**src/rtl/csin_rom_arbiter_if.sv**
```systemverilog
// rtl/csin_rom_arbiter_if.sv - request/response/ROM bundle for the two-port sine ROM arbiter
interface csin_rom_arbiter_if #(
  parameter int A_WIDTH = 16,
  parameter int D_WIDTH = 16
);
  logic               req0_valid;
  logic [A_WIDTH:0]   req0_adress;
  logic               req0_ready;
  logic               rsp0_valid;
  logic [D_WIDTH-1:0] rsp0_data;

  logic               req1_valid;
  logic [A_WIDTH:0]   req1_adress;
  logic               req1_ready;
  logic               rsp1_valid;
  logic [D_WIDTH-1:0] rsp1_data;

  logic [A_WIDTH:0]   rom_adress;
  logic               rom_re_s;
  logic [D_WIDTH-1:0] rom_data;

  // Requesters and the ROM together drive the arbiter's inputs.
  modport master (
    output req0_valid, req0_adress, req1_valid, req1_adress, rom_data,
    input  req0_ready, rsp0_valid, rsp0_data,
    input  req1_ready, rsp1_valid, rsp1_data,
    input  rom_adress, rom_re_s
  );

  modport slave (
    input  req0_valid, req0_adress, req1_valid, req1_adress, rom_data,
    output req0_ready, rsp0_valid, rsp0_data,
    output req1_ready, rsp1_valid, rsp1_data,
    output rom_adress, rom_re_s
  );
endinterface

```
**src/rtl/csin_rom_arbiter.sv**
```systemverilog
// rtl/csin_rom_arbiter.sv - round-robin arbiter sharing one sine/cosine ROM between two requesters
module csin_rom_arbiter #(
  parameter int A_WIDTH = 16,
  parameter int D_WIDTH = 16
) (
  input  logic                 clk,
  input  logic                 rst,
  csin_rom_arbiter_if.slave    bus
);

  logic               last_grant;   // 1: requester 1 granted most recently
  logic               grant0;
  logic               grant1;
  logic [A_WIDTH:0]   addr_mux;

  logic               p1_valid;
  logic               p1_id;

  logic               rsp0_valid_q;
  logic               rsp1_valid_q;
  logic [D_WIDTH-1:0] rsp0_data_q;
  logic [D_WIDTH-1:0] rsp1_data_q;

  // Grants are gated by rst so nothing is accepted while the pipeline is held clear.
  always_comb begin
    grant0 = 1'b0;
    grant1 = 1'b0;
    if (!rst) begin
      if (bus.req0_valid && bus.req1_valid) begin
        grant0 = last_grant;
        grant1 = !last_grant;
      end else begin
        grant0 = bus.req0_valid;
        grant1 = bus.req1_valid;
      end
    end
  end

  always_comb begin
    addr_mux = '0;
    if (grant0) begin
      addr_mux = bus.req0_adress;
    end else if (grant1) begin
      addr_mux = bus.req1_adress;
    end
  end

  assign bus.req0_ready = grant0;
  assign bus.req1_ready = grant1;
  assign bus.rom_re_s   = grant0 | grant1;
  assign bus.rom_adress = addr_mux;

  always_ff @(posedge clk or posedge rst) begin
    if (rst) begin
      last_grant <= 1'b1;
    end else if (grant0) begin
      last_grant <= 1'b0;
    end else if (grant1) begin
      last_grant <= 1'b1;
    end
  end

  // Stage 1 tracks which requester owns the ROM word arriving next cycle.
  always_ff @(posedge clk or posedge rst) begin
    if (rst) begin
      p1_valid <= 1'b0;
      p1_id    <= 1'b0;
    end else begin
      p1_valid <= grant0 | grant1;
      p1_id    <= grant1;
    end
  end

  always_ff @(posedge clk or posedge rst) begin
    if (rst) begin
      rsp0_valid_q <= 1'b0;
      rsp1_valid_q <= 1'b0;
      rsp0_data_q  <= '0;
      rsp1_data_q  <= '0;
    end else begin
      rsp0_valid_q <= p1_valid && !p1_id;
      rsp1_valid_q <= p1_valid && p1_id;
      if (p1_valid && !p1_id) begin
        rsp0_data_q <= bus.rom_data;
      end
      if (p1_valid && p1_id) begin
        rsp1_data_q <= bus.rom_data;
      end
    end
  end

  assign bus.rsp0_valid = rsp0_valid_q;
  assign bus.rsp1_valid = rsp1_valid_q;
  assign bus.rsp0_data  = rsp0_data_q;
  assign bus.rsp1_data  = rsp1_data_q;

endmodule
```
**src/flat_wrapper.sv**
```systemverilog
// flat-port wrapper written by rule: the top's interface ports become plain ports
module csin_rom_arbiter_flat 
#(
  parameter int A_WIDTH = 16,
  parameter int D_WIDTH = 16
)
  (clk, rst, bus_req0_valid, bus_req0_adress, bus_req1_valid, bus_req1_adress, bus_rom_data, bus_req0_ready, bus_rsp0_valid, bus_rsp0_data, bus_req1_ready, bus_rsp1_valid, bus_rsp1_data, bus_rom_adress, bus_rom_re_s);
  csin_rom_arbiter_if #(.A_WIDTH(A_WIDTH), .D_WIDTH(D_WIDTH)) bus_i ();
  input  logic clk;
  input  logic rst;
  input wire logic [$bits(bus_i.req0_valid)-1:0] bus_req0_valid;
  input wire logic [$bits(bus_i.req0_adress)-1:0] bus_req0_adress;
  input wire logic [$bits(bus_i.req1_valid)-1:0] bus_req1_valid;
  input wire logic [$bits(bus_i.req1_adress)-1:0] bus_req1_adress;
  input wire logic [$bits(bus_i.rom_data)-1:0] bus_rom_data;
  output wire logic [$bits(bus_i.req0_ready)-1:0] bus_req0_ready;
  output wire logic [$bits(bus_i.rsp0_valid)-1:0] bus_rsp0_valid;
  output wire logic [$bits(bus_i.rsp0_data)-1:0] bus_rsp0_data;
  output wire logic [$bits(bus_i.req1_ready)-1:0] bus_req1_ready;
  output wire logic [$bits(bus_i.rsp1_valid)-1:0] bus_rsp1_valid;
  output wire logic [$bits(bus_i.rsp1_data)-1:0] bus_rsp1_data;
  output wire logic [$bits(bus_i.rom_adress)-1:0] bus_rom_adress;
  output wire logic [$bits(bus_i.rom_re_s)-1:0] bus_rom_re_s;
  assign bus_i.req0_valid = bus_req0_valid;
  assign bus_i.req0_adress = bus_req0_adress;
  assign bus_i.req1_valid = bus_req1_valid;
  assign bus_i.req1_adress = bus_req1_adress;
  assign bus_i.rom_data = bus_rom_data;
  assign bus_req0_ready = bus_i.req0_ready;
  assign bus_rsp0_valid = bus_i.rsp0_valid;
  assign bus_rsp0_data = bus_i.rsp0_data;
  assign bus_req1_ready = bus_i.req1_ready;
  assign bus_rsp1_valid = bus_i.rsp1_valid;
  assign bus_rsp1_data = bus_i.rsp1_data;
  assign bus_rom_adress = bus_i.rom_adress;
  assign bus_rom_re_s = bus_i.rom_re_s;
  csin_rom_arbiter #(.A_WIDTH(A_WIDTH), .D_WIDTH(D_WIDTH)) u_core (.clk(clk), .rst(rst), .bus(bus_i));
endmodule
```
**config.mk**
```make
export PLATFORM = sky130hd
export DESIGN_NAME = csin_rom_arbiter_flat
export DESIGN_NICKNAME = d
export VERILOG_FILES = /design/src/rtl/csin_rom_arbiter_if.sv /design/src/rtl/csin_rom_arbiter.sv /design/src/flat_wrapper.sv
export SDC_FILE = /design/constraint.sdc
export NUM_CORES = 1
export LEC_CHECK = 0
export BUFFER_PORTS_ARGS = -buffer_cell sky130_fd_sc_hd__buf_4
export CAP_MARGIN = 20
export CELL_PAD_IN_SITES_DETAIL_PLACEMENT = 0
export CELL_PAD_IN_SITES_GLOBAL_PLACEMENT = 1
export CORE_ASPECT_RATIO = 1.25
export CORE_MARGIN = 8
export CORE_UTILIZATION = 32
export CTS_BUF_LIST = sky130_fd_sc_hd__clkbuf_4
export CTS_CLUSTER_SIZE = 10
export DETAILED_ROUTE_END_ITERATION = 7
export PLACE_DENSITY_LB_ADDON = 0.12
export SLEW_MARGIN = 20
export SYNTH_ARGS = -nofsm -noshare
export SYNTH_HDL_FRONTEND = slang
export SYNTH_SLANG_ARGS = --single-unit
```
**constraint.sdc**
```tcl
create_clock -name clk -period 1.7 [get_ports clk]
set_input_delay 0 -clock clk [delete_from_list [all_inputs] [get_ports clk]]
set_output_delay 0 -clock clk [all_outputs]
set_load 0.1 [all_outputs]
```
Word level (Yosys, flattened, before mapping). Cells that the tools add are included.

Register bits after elaboration: 37. Bits in latches: 0. RAM bits: 0. ROM bits: 0. Output and inout bits: 54. Word-level logic and storage cells: 22. Memories kept: 0.

$add $sub $neg: 0. $mul: 0. Div/mod/pow operators: 0. Magnitude comparators: 0. Equal/unequal tests: 0. Shifts and indexed selects: 0. Muxes and demuxes: 8. Bitwise logic cells: 1. Reduce and logical (&&, ||, !) cells: 6.

Operators by type and width (number): 2-to-1 mux 17 bit (2); 2-to-1 mux 1 bit (6); logical AND 1 bit (3); zero test 1 bit (2); nonzero test 2 bit (1); bitwise OR 1 bit (1).

Depth between registers and ports, before layout. Gate-level depths: netlist of the first run.

Depth after elaboration: 5. Gate-level depth with buffers: 5. Mapped depth without buffers: 3.

Worst setup path before layout of the first run. Ideal clock, no wire load.

Kind: reg2out. Start: reg u_core.last_grant. End: out bus_rom_adress[7]. Arrival: 2.264 ns. Required time: 1.700 ns. Slack: -0.564 ns. Cell stages (with the launch flop): 6. Cells stage by stage: dfstp_2 > nand2b_1 > buf_6 > buf_6 > a32oi_1 > nor2_1.

Cells in the longest elaborated chain, start to end: 5.

RTL lines: start, declared (RTL line csin_rom_arbiter.sv:11) `logic last_grant;`; start signal, assigned (RTL line csin_rom_arbiter.sv:55) `last_grant <= 1'b1;`; start signal, assigned (RTL line csin_rom_arbiter.sv:57) `last_grant <= 1'b0;`; start signal, assigned (RTL line csin_rom_arbiter.sv:59) `last_grant <= 1'b1;`; zero test 1 bit (RTL line csin_rom_arbiter.sv:31) `grant1 = !last_grant;`; 2-to-1 mux 1 bit (RTL line csin_rom_arbiter.sv:29) `if (bus.req0_valid && bus.req1_valid) begin`; 2-to-1 mux 1 bit (RTL line csin_rom_arbiter.sv:28) `if (!rst) begin`; 2-to-1 mux 17 bit (RTL line csin_rom_arbiter.sv:43) `end else if (grant1) begin`; 2-to-1 mux 17 bit (*) (RTL line csin_rom_arbiter.sv:41) `if (grant0) begin`; end, declared (RTL line flat_wrapper.sv:22) `output wire logic [$bits(bus_i.rom_adress)-1:0] bus_rom_adress;`.

Mark *: on every way between the ends. The rest lies on a longest branch, timed or not.

Worst setup path in the final report of the first run.
Start: reg u_core.last_grant. End: out bus_rom_adress[3].

Same word-level chain as after synthesis.

==> results.json, run 1 <==
{
  "dieArea_um2": 7780,
  "syn_avg_cell_area_um2": 13.3,
  "synthSimpleGateAreaFrac_pct": 6.62,
  "max_clock_freq_mhz": 594,
  "place_hpwl_um": 4040,
  "die_w_um": 80.5,
  "setup-violations-final": 0,
  "synth_cells": 125,
  "switching_share_pct": 52.3,
  "postLayoutCellArea_um2": 3130,
  "r2r_slack_ns": 0.39,
  "syn-num-nets": 179,
  "r2r_cells": 3,
  "fin_skew_ns": 0.00497,
  "antenna_left": 0,
  "grt.busiest_layer": "met2",
  "synth-seq-cells": 37,
  "drtIter0Drc": 13,
  "synth_mux_area_share_pct": 21.7,
  "synth-compound-area-share_pct": 10.8,
  "hold_class": "in -> async",
  "yosysWarnings": 0,
  "rows": 29,
  "intPower_mw": 2.05,
  "cts_inserted_buffers": 5,
  "min_period_ns": 1.68,
  "drc": 0,
  "critical_path_required_ns": 1.70,
  "final-max-slew-violation-count": 0,
  "met1_usage_pct": 13.5,
  "rsz0062_at_grt": "true",
  "grt_pass1_wl_um": 8730,
  "yosysSeqAreaShare_pct": 55.7,
  "synth_xor_area_share_pct": 0,
  "drt_pre_antenna_iters": 4,
  "cts_tree": "built",
  "layout-drive-gt1-share_pct": 70.2,
  "syn_area_um2": 1660,
  "r2r-start": "u_core.p1_id$_DFF_PP0_",
  "utilization_pct": 62.0,
  "preCtsSetupSlack_ns": 0.243,
  "antenna_found_initial": 0,
  "status": "completed",
  "grt_pass1_vias": 1820,
  "p_per_area_nw_per_um2": 1380,
  "arrival_ns": 1.68,
  "core_area_um2": 5040,
  "dp.cells": 287,
  "grt-ovfl-total": 0,
  "cts.sinks": 37,
  "power.total_mw": 4.30,
  "die_h_um": 96.6,
  "leakage_nw": 1.42,
  "irDropWorstVdd_mv": 0.491,
  "switchingPower_mw": 2.25,
  "maxCapViolCount": 0,
  "diodes": 0,
  "grt.total_usage_pct": 14.2,
  "routed_via_density": 4.92,
  "cts_htree_levels": 2,
  "clk_pin_slew_ns": 0.10,
  "grt_max_degree": 38,
  "port_buffers": 107,
  "clock_path_buffers": 2,
  "wl_per_cell_um": 17.3,
  "worstReg2RegEnd": "u_core.bus.rsp0_data[11]$_DFFE_PP0P_",
  "syn_to_final_growth_pct": 87.8,
  "place_congestion": 0.665,
  "hold_violations": 0,
  "clk_latency_ns": 0.33,
  "seqPwrFrac_pct": 27.0,
  "fin_crit_sh_pct": 99.1,
  "ys_types": 18,
  "criticalPathCategory": "reg -> out",
  "cp_max_fo": 9,
  "use_met3_pct": 5.83,
  "drt_wl_total_um": 5490,
  "cts_root_buf": "clkbuf_4",
  "worst_pin_slew_ns": 0.459,
  "startpoint": "u_core.last_grant$_DFFE_PP1P_",
  "max_slew_margin_pct": 69.4,
  "finalSetupTns_ns": 0,
  "met2_usage_pct": 25.3,
  "setup_ws_ns": 0.0155,
  "clkPwrFrac_pct": 13.7,
  "start_kind": "flip-flop",
  "placed_area_um2": 2590,
  "ios": 108,
  "pwr-share-comb_pct": 59.3,
  "synth_top_family_by_area": "multiplexers",
  "nets": 308,
  "final_cells": 317,
  "start_util_pct": 33.0,
  "hold_slack_ns": 0.0237,
  "vias": 1560,
  "cp-end-kind": "primary output",
  "yosys.area_share.adder_pct": 0
}
[power by group through the flow]
stage                     logic (mW)  clock network, mW  registers (mW)
after floorplan                0.594                  0            2.45
after global placement          2.37                  0            1.17
after detailed placement        2.40                  0            1.18
after CTS                       2.53              0.615            1.16
after global routing            2.62              0.661            1.18
final                           2.55              0.589            1.16
[cells in the mapped netlist (all sizes together)]
| master | instances | area share [%] |
|---|---|---|
| mux2 | 32 | 22 |
| nand2 | 1 | 0.38 |
| dfstp | 1 | 1.6 |
| a21boi | 1 | 1.1 |
| a31oi | 1 | 0.38 |
| buf | 7 | 4.1 |
| nand2b | 1 | 0.38 |
| and2 | 1 | 0.38 |
| inv | 2 | 0.45 |
| dfrtp | 36 | 54 |
| and3 | 1 | 0.38 |
| nor2 | 19 | 4.3 |
| nor2b | 1 | 0.83 |
| a21oi | 1 | 0.30 |
| clkbuf | 3 | 0.68 |
| a32oi | 17 | 8.9 |
[cell type report]
cell class	count	area, um2
Inverter	2	11.3
Timing Repair Buffer	132	1280
Tap cell	62	77.6
Fill cell	403	1920
Multi-Input combinational cell	76	751
Sequential cell	37	927
Clock inverter	2	33.8
Clock buffer	6	45.0
[critical path: stages, from the launching register on]
cell and delay, ns:
dfstp_2 0.58, nand2b_4 0.15, buf_8 0.13, a32oi_1 0.12, nor2_2 0.18, buf_12 0.19
[cell usage in the layout, fill, tap and decap left out]
cell | Yosys | routed
nand2_2 | 1 | 1
a21oi_1 | 1 | 1
clkinvlp_4 | 0 | 1
nor2b_4 | 1 | 1
dfstp_2 | 1 | 1
nor2_1 | 19 | 1
a32oi_2 | 0 | 1
nand2b_4 | 0 | 1
a21boi_4 | 1 | 1
inv_1 | 2 | 1
and2_2 | 0 | 1
a31oi_1 | 1 | 1
mux2_2 | 32 | 32
nor2_2 | 0 | 10
and3_1 | 1 | 1
buf_6 | 5 | 3
buf_4 | 1 | 92
nor2_4 | 0 | 8
a32oi_1 | 17 | 16
buf_12 | 0 | 18
clkbuf_4 | 0 | 6
dfrtp_1 | 36 | 36
clkinv_1 | 0 | 1
buf_8 | 0 | 1
dlygate4sd3_1 | 0 | 18
bufinv_16 | 0 | 1
[what timing repair did]
item,in CTS,in global routing
hold buffers,18,0
pin swaps,2,8
buffers inserted,2,1
setup endpoints to repair,18,18
hold endpoints to repair,34,0
gates resized for setup,41,15
cloned,1,0
[per-layer routing]
| layer | vias up | wire [um] | share of wire [%] |
|---|---|---|---|
| met3 | 11 | 579 | 11 |
| met2 | 77 | 2950 | 54 |
| met1 | 755 | 1820 | 33 |
| li1 | 717 | - | - |
| met5 | - | 0 | 0 |
| met4 | 0 | 137 | 2.5 |
[flip-flops by register name (all words and copies together) (netlist names)]
register,cells
u_core.bus.rsp0_data,16
u_core.p1_id,1
u_core.bus.rsp1_valid,1
u_core.p1_valid,1
u_core.bus.rsp0_valid,1
u_core.last_grant,1
u_core.bus.rsp1_data,16
[worst max-delay path by stage]
stage                                     to
after floorplan            bus_rom_adress[7]
after global placement    bus_rom_adress[10]
after detailed placement  bus_rom_adress[14]
after CTS                 bus_rom_adress[14]
after global routing       bus_rom_adress[3]
final                      bus_rom_adress[3]
[cells by family after synthesis]
family          after synthesis
flops                        37
mux                          32
simple gates                 24
compound gates               20
buf+inv                      12
(Power assumes the default switching activity.)
==> run 2: changes to the inputs <==
Settings changed: CORE_MARGIN 8 to unset.
==> results.json, run 2 (same netlist as run 1, synthesis figures left out) <==
{
  "status": "completed",
  "nets": 307,
  "seqPwrFrac_pct": 27.2,
  "setup_ws_ns": 0.0233,
  "port_buffers": 107,
  "leakage_nw": 1.41,
  "rows": 29,
  "worst_pin_slew_ns": 0.526,
  "grt-ovfl-total": 0,
  "drt_wl_total_um": 4590,
  "fin_crit_sh_pct": 98.6,
  "vias": 1563,
  "final_cells": 316,
  "use_met3_pct": 4.81,
  "cts_tree": "built",
  "switching_share_pct": 52.3,
  "p_per_area_nw_per_um2": 1380,
  "dieArea_um2": 5490,
  "irDropWorstVdd_mv": 0.549,
  "layout_commonest_cell": "buf_4",
  "drc": 0,
  "grt_pass1_wl_um": 7040,
  "switchingPower_mw": 2.23,
  "wl_per_cell_um": 14.5,
  "grt.busiest_layer": "met2",
  "criticalPathCategory": "reg -> out",
  "final_cell_mix": "buf_4, dfrtp_1, mux2_2",
  "nFillCells": 387,
  "hold_violations": 0,
  "max_slew_margin_pct": 64.9,
  "cts.sinks": 37,
  "diodes": 0,
  "place_hpwl_um": 3190,
  "arrival_ns": 1.68,
  "ios": 108,
  "min_period_ns": 1.68,
  "core_area_um2": 5040,
  "critical_path_required_ns": 1.70,
  "clock_path_buffers": 2,
  "routed_via_density": 4.95,
  "clkPwrFrac_pct": 13.9,
  "grt_max_degree": 38,
  "die_w_um": 66.5,
  "met1_usage_pct": 16.2,
  "cts_htree_levels": 2,
  "layout-drive-gt1-share_pct": 69.7,
  "start_kind": "flip-flop",
  "setup-violations-final": 0,
  "syn_to_final_growth_pct": 85.9,
  "antenna_left": 0,
  "grt.total_usage_pct": 17.0,
  "clk_pin_slew_ns": 0.11,
  "cp-end-kind": "primary output",
  "antenna_found_initial": 0,
  "max_clock_freq_mhz": 596,
  "die_h_um": 82.6,
  "dp.cells": 286,
  "start_util_pct": 33.0,
  "place_congestion": 0.666,
  "hold_class": "in -> async",
  "pwr-share-comb_pct": 59.0,
  "maxCapViolCount": 0,
  "fin_skew_ns": 0.00788,
  "rsz0062_at_grt": "true",
  "final-max-slew-violation-count": 0,
  "drt_pre_antenna_iters": 4,
  "cp_max_fo": 9,
  "drtIter0Drc": 42,
  "met2_usage_pct": 33.2,
  "preCtsSetupSlack_ns": 0.234,
  "cts_inserted_buffers": 5,
  "clk_latency_ns": 0.33,
  "cts_root_buf": "clkbuf_4",
  "intPower_mw": 2.04,
  "grt_pass1_vias": 1605
}
run 2: cell count changes in the layout (fill, tap and decap cells not counted), sizes merged:
cell  delta
buf      -1
run 2: routing by layer:
layer | up-vias | part of all wire [%]
li1 | 715 | -
met1 | 763 | 35
met2 | 75 | 55
met3 | 10 | 7.5
met4 | 0 | 2.0
met5 | - | 0
run 2: area by class of cell:
type                            count  area, um2  area share, %
Clock inverter                      2       33.8           1.09
Clock buffer                        6       45.0           1.46
Inverter                            2       11.3          0.364
Multi-Input combinational cell     76        743           24.0
Tap cell                           62       77.6           2.51
Timing Repair Buffer              131       1250           40.6
Sequential cell                    37        927           30.0
run 2: metrics by stage:
step | util, % | hold slack, ns | TNS [ns] | instance area [um2] | total power [mW]
CTS | 59.0 | 0.0330 | 0 | 2980 | 4.25
detailed placement | 51.0 | 0.246 | 0 | 2570 | 3.55
floorplan | - | 0.150 | -0.113 | 1750 | 3.04
global placement | 51.0 | 0.241 | 0 | 2570 | 3.51
global route | 61.3 | 0.0759 | -0.426 | 3090 | 4.43
finish | 61.3 | 0.0252 | 0 | 3090 | 4.27
run 2: timing repair:
item,4_1_cts,5_1_grt
pin swaps,1,4
setup buffers,1,2
endpoints found under the hold margin,34,0
setup endpoints to repair,18,18
resized for setup,34,20
gates cloned,1,0
hold buffers,18,0
run 2: worst paths after layout:
kind                                                     start                              endpoint  slack (ns)  depth (start not counted)
setup / recovery                 u_core.last_grant$_DFFE_PP1P_                     bus_rom_adress[9]        0.02                          5
hold / removal                                             rst  u_core.bus.rsp1_data[13]$_DFFE_PP0P_        0.03                          3
setup reg to reg                        u_core.p1_id$_DFF_PP0_   u_core.bus.rsp0_data[0]$_DFFE_PP0P_        0.30                          2
hold reg to reg            u_core.bus.rsp1_data[4]$_DFFE_PP0P_   u_core.bus.rsp1_data[4]$_DFFE_PP0P_        0.52                          1
max in group asynchronous                                  rst         u_core.last_grant$_DFFE_PP1P_        1.34                          3
min in group clk                                bus_req0_valid             u_core.p1_valid$_DFF_PP0_        0.10                          3
run 2: power groups by stage:
stage | sequential, mW | clock [mW] | combinational [mW]
after floorplan | 2.45 | 0 | 0.594
after global placement | 1.17 | 0 | 2.35
after detailed placement | 1.18 | 0 | 2.37
after CTS | 1.16 | 0.620 | 2.47
after global routing | 1.18 | 0.659 | 2.59
final | 1.16 | 0.591 | 2.52
run 2: worst max-delay path: stages, from the launching register on:
cell and delay [ns]:
dfstp_2 0.58, nand2b_4 0.14, buf_6 0.13, a32oi_1 0.15, nor2_4 0.16, buf_12 0.18
